--- src/rtl/dio4_mmio_pkg.sv ---
// Shared definitions for the DIO4 memory-mapped register front end:
// register offsets, CTRL bit positions and the default window base.
package dio4_mmio_pkg;

  localparam int unsigned DIO4_ADDR_W = 16;
  localparam int unsigned DIO4_DATA_W = 16;
  localparam int unsigned DIO4_LED_W  = 8;

  localparam logic [DIO4_ADDR_W-1:0] DIO4_BASE_ADDR_DEFAULT = 16'hFE10;

  typedef enum logic [1:0] {
    DIO4_REG_SSEG   = 2'd0,
    DIO4_REG_LED    = 2'd1,
    DIO4_REG_CTRL   = 2'd2,
    DIO4_REG_STATUS = 2'd3
  } dio4_reg_e;

  localparam int unsigned DIO4_CTRL_COMMIT_BIT = 0;
  localparam int unsigned DIO4_CTRL_AUTO_BIT   = 1;
  localparam int unsigned DIO4_CTRL_MASK_LSB   = 8;

  typedef struct packed {
    logic [DIO4_LED_W-1:0] blink_mask;
    logic                  auto_en;
  } dio4_ctrl_t;

  // CTRL read-back image: COMMIT and unused bits read as zero
  function automatic logic [DIO4_DATA_W-1:0] ctrl_image(input dio4_ctrl_t c);
    logic [DIO4_DATA_W-1:0] v;
    v = '0;
    v[DIO4_CTRL_MASK_LSB +: DIO4_LED_W] = c.blink_mask;
    v[DIO4_CTRL_AUTO_BIT]               = c.auto_en;
    return v;
  endfunction

endpackage

--- src/rtl/dio4_mmio_blink_timer.sv ---
// Prescaled blink phase generator: phase toggles every PRESCALE enabled edges.
module blink_timer #(
  parameter int unsigned PRESCALE = 1000000
) (
  input  logic clk,
  input  logic rst,
  input  logic en,
  output logic phase
);

  localparam int unsigned CNT_W = 32;

  logic [CNT_W-1:0] cnt;

  always_ff @(posedge clk or posedge rst) begin
    if (rst) begin
      cnt   <= '0;
      phase <= 1'b0;
    end else if (en) begin
      if (cnt == CNT_W'(PRESCALE - 1)) begin
        cnt   <= '0;
        phase <= ~phase;
      end else begin
        cnt <= cnt + CNT_W'(1);
      end
    end
  end

endmodule

--- src/rtl/dio4_mmio.sv ---
// DIO4 register window: shadow/active SSEG and LED registers, CTRL/STATUS,
// blink masking of the LED output and a combinational read-back path.
module dio4_mmio
  import dio4_mmio_pkg::*;
#(
  parameter logic [15:0] BASE_ADDR = DIO4_BASE_ADDR_DEFAULT,
  parameter int unsigned PRESCALE  = 1000000
) (
  input  logic        clk,
  input  logic        rst,
  input  logic        gwe,
  input  logic [15:0] addr,
  input  logic        we,
  input  logic [15:0] wdata,
  output logic        hit,
  output logic [15:0] rdata,
  output logic [15:0] seven_segment_data,
  output logic [7:0]  led_data,
  output logic        pending
);

  logic [DIO4_DATA_W-1:0] sseg_sh, sseg_act;
  logic [DIO4_LED_W-1:0]  led_sh, led_act;
  dio4_ctrl_t             ctrl;
  logic                   pending_q;
  logic                   phase;
  logic                   wr;
  dio4_reg_e              reg_sel;

  // Window is 4-aligned, so the upper address bits alone decide a hit
  assign hit     = (addr[15:2] == BASE_ADDR[15:2]);
  assign reg_sel = dio4_reg_e'(addr[1:0]);
  assign wr      = we & gwe & hit;

  blink_timer #(
    .PRESCALE(PRESCALE)
  ) u_blink (
    .clk  (clk),
    .rst  (rst),
    .en   (gwe),
    .phase(phase)
  );

  always_ff @(posedge clk or posedge rst) begin
    if (rst) begin
      sseg_sh   <= '0;
      sseg_act  <= '0;
      led_sh    <= '0;
      led_act   <= '0;
      ctrl      <= '0;
      pending_q <= 1'b0;
    end else if (wr) begin
      case (reg_sel)
        DIO4_REG_SSEG: begin
          sseg_sh <= wdata;
          if (ctrl.auto_en) sseg_act  <= wdata;
          else              pending_q <= 1'b1;
        end
        DIO4_REG_LED: begin
          led_sh <= wdata[DIO4_LED_W-1:0];
          if (ctrl.auto_en) led_act   <= wdata[DIO4_LED_W-1:0];
          else              pending_q <= 1'b1;
        end
        DIO4_REG_CTRL: begin
          ctrl.auto_en    <= wdata[DIO4_CTRL_AUTO_BIT];
          ctrl.blink_mask <= wdata[DIO4_CTRL_MASK_LSB +: DIO4_LED_W];
          // Commit takes the shadow values held before this edge
          if (wdata[DIO4_CTRL_COMMIT_BIT]) begin
            sseg_act  <= sseg_sh;
            led_act   <= led_sh;
            pending_q <= 1'b0;
          end
        end
        DIO4_REG_STATUS: ;
        default: ;
      endcase
    end
  end

  always_comb begin
    rdata = '0;
    if (hit) begin
      case (reg_sel)
        DIO4_REG_SSEG:   rdata = sseg_sh;
        DIO4_REG_LED:    rdata = {8'b0, led_sh};
        DIO4_REG_CTRL:   rdata = ctrl_image(ctrl);
        DIO4_REG_STATUS: rdata = {14'b0, phase, pending_q};
        default:         rdata = '0;
      endcase
    end
  end

  assign seven_segment_data = sseg_act;
  assign led_data           = led_act & ~(ctrl.blink_mask & {DIO4_LED_W{phase}});
  assign pending            = pending_q;

endmodule

--- config.mk ---
export PLATFORM = sky130hd
export DESIGN_NAME = dio4_mmio
export DESIGN_NICKNAME = d
export VERILOG_FILES = /design/src/rtl/dio4_mmio_pkg.sv /design/src/rtl/dio4_mmio_blink_timer.sv /design/src/rtl/dio4_mmio.sv
export SDC_FILE = /design/constraint.sdc
export NUM_CORES = 1
export LEC_CHECK = 0
export BUFFER_PORTS_ARGS = -buffer_cell sky130_fd_sc_hd__buf_2
export CAP_MARGIN = 20
export CORE_MARGIN = 1.5
export CORE_UTILIZATION = 40
export DETAILED_ROUTE_END_ITERATION = 16
export GPL_TIMING_DRIVEN = 0
export PLACE_DENSITY = 0.6
export SETUP_SLACK_MARGIN = 0.05
export SYNTH_ARGS = -nofsm -noshare
export SYNTH_HDL_FRONTEND = slang
export SYNTH_SLANG_ARGS = --single-unit
--- constraint.sdc ---
create_clock -name clk -period 4.1 [get_ports clk]
set_input_delay 0.205 -clock clk [delete_from_list [all_inputs] [get_ports clk]]
set_output_delay 0.205 -clock clk [all_outputs]
set_load 0.05 [all_outputs]
==> impl_metrics.csv <==
group,metric,value,unit
yosys,synth_top_area_share,0.483,
timing,fin_setup_tns,0,ps
global_routing,grt_pass1_vias,3443,
die,die_h,112,um
worst_setup_path,cp-end-kind,"register",
timing,rsz0062_at_grt,"false",
die,num_rows,39,
cells_and_area,nets,525,
yosys,ys_ff_latch,91,
job,drv_cap,0,
die,dieWidth,112,um
min_path,hp-class,"input pin to register",
power,p_per_area,347,nW/um^2
cells_and_area,multi_input_area,2300,sq um
placement,dp_slack,1650,ps
die,ioPinCount,78,
outcome,status,"completed",
cells_and_area,diodes,0,
clock_network,clkLatencyLatePin,350,ps
die,die_area,12500,sq um
yosys,synthTopCellsByCount,"dfrtp_1 (91), mux2_2 (70), nor2_1 (27)",
worst_setup_path,crit_path_top_delay_cell,"nor4_2",
worst_setup_path,reg2reg_from,"u_blink.cnt[0]",
timing,slew_headroom,0.345,
worst_setup_path,cp_data_arrival_time,2470,ps
cells_and_area,nFillCells,1075,
die,initial_core_util,0.411,
worst_setup_path,crit_end,"u_blink.phase",
yosys,synth_edf_count,0,
clock_network,path_clk_slew,60,ps
clock_network,root_buffer,"clkbuf_16",
yosys,ys_seq_area_frac,0.483,
route,wl,10800,um
power,switching_power,0.468,mW
global_routing,grt_usage,0.180,
timing,fin_crit_sh,0.553,
worst_setup_path,crit_path_max_incr_delay,530,ps
clock_network,clock-sinks,91,
yosys,synthArstFlopShare,1.00,
worst_setup_path,r2r_slack,1830,ps
route,wl_per_cell,17.0,um
route,drtPass1Iterations,4,
yosys,syn_area,4720,sq um
clock_network,cts_buffers,9,
yosys,yosysMostFrequentCell,"dfrtp_1",
timing,fin_ws,1830,ps
route,drc,0,
power,pwr-share-comb,0.083,
clock_network,h-tree-depth,3,
placement,dpl.hpwl,7630,um
power,p_leak,2.76,nW
timing,tightest_slew,980,ps
worst_setup_path,critPathKind,"register to register",
timing,setup_violations,0,
power,pwr-share-seq,0.494,
yosys,ys_top_cells_by_area,"dfrtp_1 (48%), mux2_2 (17%), mux2_4 (3.2%), mux2i_1 (3.2%), xnor2_1 (2.6%)",
power,pwr-share-clk,0.423,
yosys,synth_nets,437,
global_routing,antenna_found_initial,0,
cells_and_area,register_area,2280,sq um
yosys,synthFlopType,"dfrtp_1",
worst_setup_path,r2r_end,"u_blink.phase",
timing,clock.fmax,441,MHz
timing,fin_crit,2270,ps
power,ir_drop,159,uV
worst_setup_path,crit_fanout,9,
global_routing,grt-ovfl-total,0,
route,drt-initial-drc-count,150,
yosys,syn-mean-instance-area,11.8,sq um
route,via_per_inst,5.43,
yosys,synth_cell_types,51,
power,switching_share,0.241,
cells_and_area,drive_above_1_share,0.383,
placement,port_buffers,75,
yosys,netlist_instances,400,
worst_setup_path,crit_chain,"ha_1 > nand4_1 > or2_2 > clkbuf_1 > nor4_2 > xor2_1",
timing,finClkSkew,6.05,ps
yosys,yosys_warnings,0,
global_routing,grt_max_degree,72,
cells_and_area,synthToLayoutAreaGrowth,18.6,%
worst_setup_path,r2r_cells,6,
worst_setup_path,cp-start-kind,"register",
timing,drv_slew,0,
route,vias,3443,
worst_setup_path,cp.required,4300,ps
die,core,11500,sq um
yosys,synth_area_leader_cell,"dfrtp_1",
route,final_antenna_net_count,0,
clock_network,clockBufferDepth,2,
power,internal-power,1.47,mW
timing,finalHoldViolCount,0,
min_path,min_from,"wdata[9]",
clock_network,cts_tree,"built",
placement,routabilityCongestion,0.837,
worst_setup_path,crit_start,"u_blink.cnt[0]",
global_routing,grt_pass1_wl,17600,um
## power groups by stage
stage | Clock (mW) | Combinational (mW) | Sequential (mW)
after global placement | 0 | 0.157 | 0.972
after global routing | 0.874 | 0.183 | 0.962
after CTS | 0.840 | 0.165 | 0.956
after floorplan | 0 | 0.110 | 0.965
after detailed placement | 0 | 0.162 | 0.973
final | 0.820 | 0.162 | 0.958
## stage by stage
| stage | power, mW | cells | utilization | hold slack (ps) | cell area [sq um] |
|---|---|---|---|---|---|
| CTS | 1.96 | 634 | 0.488 | 107 | 5590 |
| finish | 1.94 | 634 | 0.488 | 122 | 5590 |
| global placement | 1.13 | 618 | 0.460 | 470 | 5270 |
| floorplan | 1.08 | 400 | - | 357 | 4720 |
| detailed placement | 1.14 | 619 | 0.462 | 181 | 5300 |
| global route | 2.02 | 634 | 0.488 | 120 | 5590 |
## what timing repair did
action	CTS	global route
hold buffers	1	0
gates resized for setup	0	0
endpoints found under the setup margin	0	0
buffers inserted	0	0
hold endpoints to repair	20	0
## critical path: cells and delay by family (launching register included)
| family | cells | cell delay, ps |
|---|---|---|
| simple gates | 3 | 1080 |
| flops | 1 | 450 |
| fa+ha+maj | 1 | 230 |
| buf+inv | 1 | 230 |
| xor+xnor | 1 | 130 |
## cell families (layout without fill, tap and decap cells)
family / count (synthesis) / in the layout / synth area share
compound gates: 31 / 31 / 0.0430
mux: 96 / 96 / 0.236
buf+inv: 28 / 119 / 0.0292
fa+ha+maj: 1 / 1 / 0.00265
simple gates: 129 / 129 / 0.162
flops: 91 / 91 / 0.483
xor+xnor: 24 / 24 / 0.0446
## how the worst min path moves through the flow
stage	end	slack [ps]	cells after the start
after floorplan	sseg_sh[0]	360	1
after global placement	sseg_sh[9]	470	2
after detailed placement	seven_segment_data[5]	180	2
after CTS	sseg_sh[9]	110	2
after global routing	sseg_sh[9]	120	2
final	sseg_sh[9]	120	2
## routing by layer
layer	up-vias	track usage	wire, um
li1	1626	-	-
met1	1721	0.231	4800
met2	80	0.297	5260
met3	16	0.0359	488
met4	0	0.0810	251
met5	-	0	0
## flip-flops by register name, summed over array words and instances, names as in the netlist
name                count
led_act                 8
seven_segment_data     16
u_blink.cnt            32
pending                 1
led_sh                  8
u_blink.phase           1
sseg_sh                16
ctrl                    9
## final cells by class
| cell class | instances | area share |
|---|---|---|
| clock buffers | 11 | 0.0434 |
| inverters | 9 | 0.00649 |
| flip-flops and latches | 91 | 0.407 |
| multi-input cells | 281 | 0.411 |
| repair buffers | 77 | 0.0738 |
| plain buffers | 19 | 0.0186 |
| well taps | 143 | 0.0320 |
| clock inverters | 3 | 0.00716 |
## cells in the final DEF, fill, tap and decap left out, types with 2 or more instances in the layout
cell type / count
or2_2: 2
nor4_2: 2
nand2_1: 21
dfrtp_1: 91
xor2_1: 10
and3_1: 2
inv_1: 8
nor2_1: 27
o32ai_1: 2
o21ai_0: 6
mux2_2: 70
a31oi_1: 2
clkbuf_16: 9
xnor2_1: 14
mux2_4: 10
nand2b_1: 5
or3_1: 2
buf_2: 79
and4_1: 9
mux2i_1: 15
nor4_1: 9
nor4b_1: 3
clkinv_2: 2
nor3_1: 9
nand4_1: 15
buf_1: 2
a21oi_1: 7
clkbuf_1: 11
nand3_1: 10
and2_1: 2
a21boi_0: 8
No activity file was read; power rests on OpenSTA's default activity.
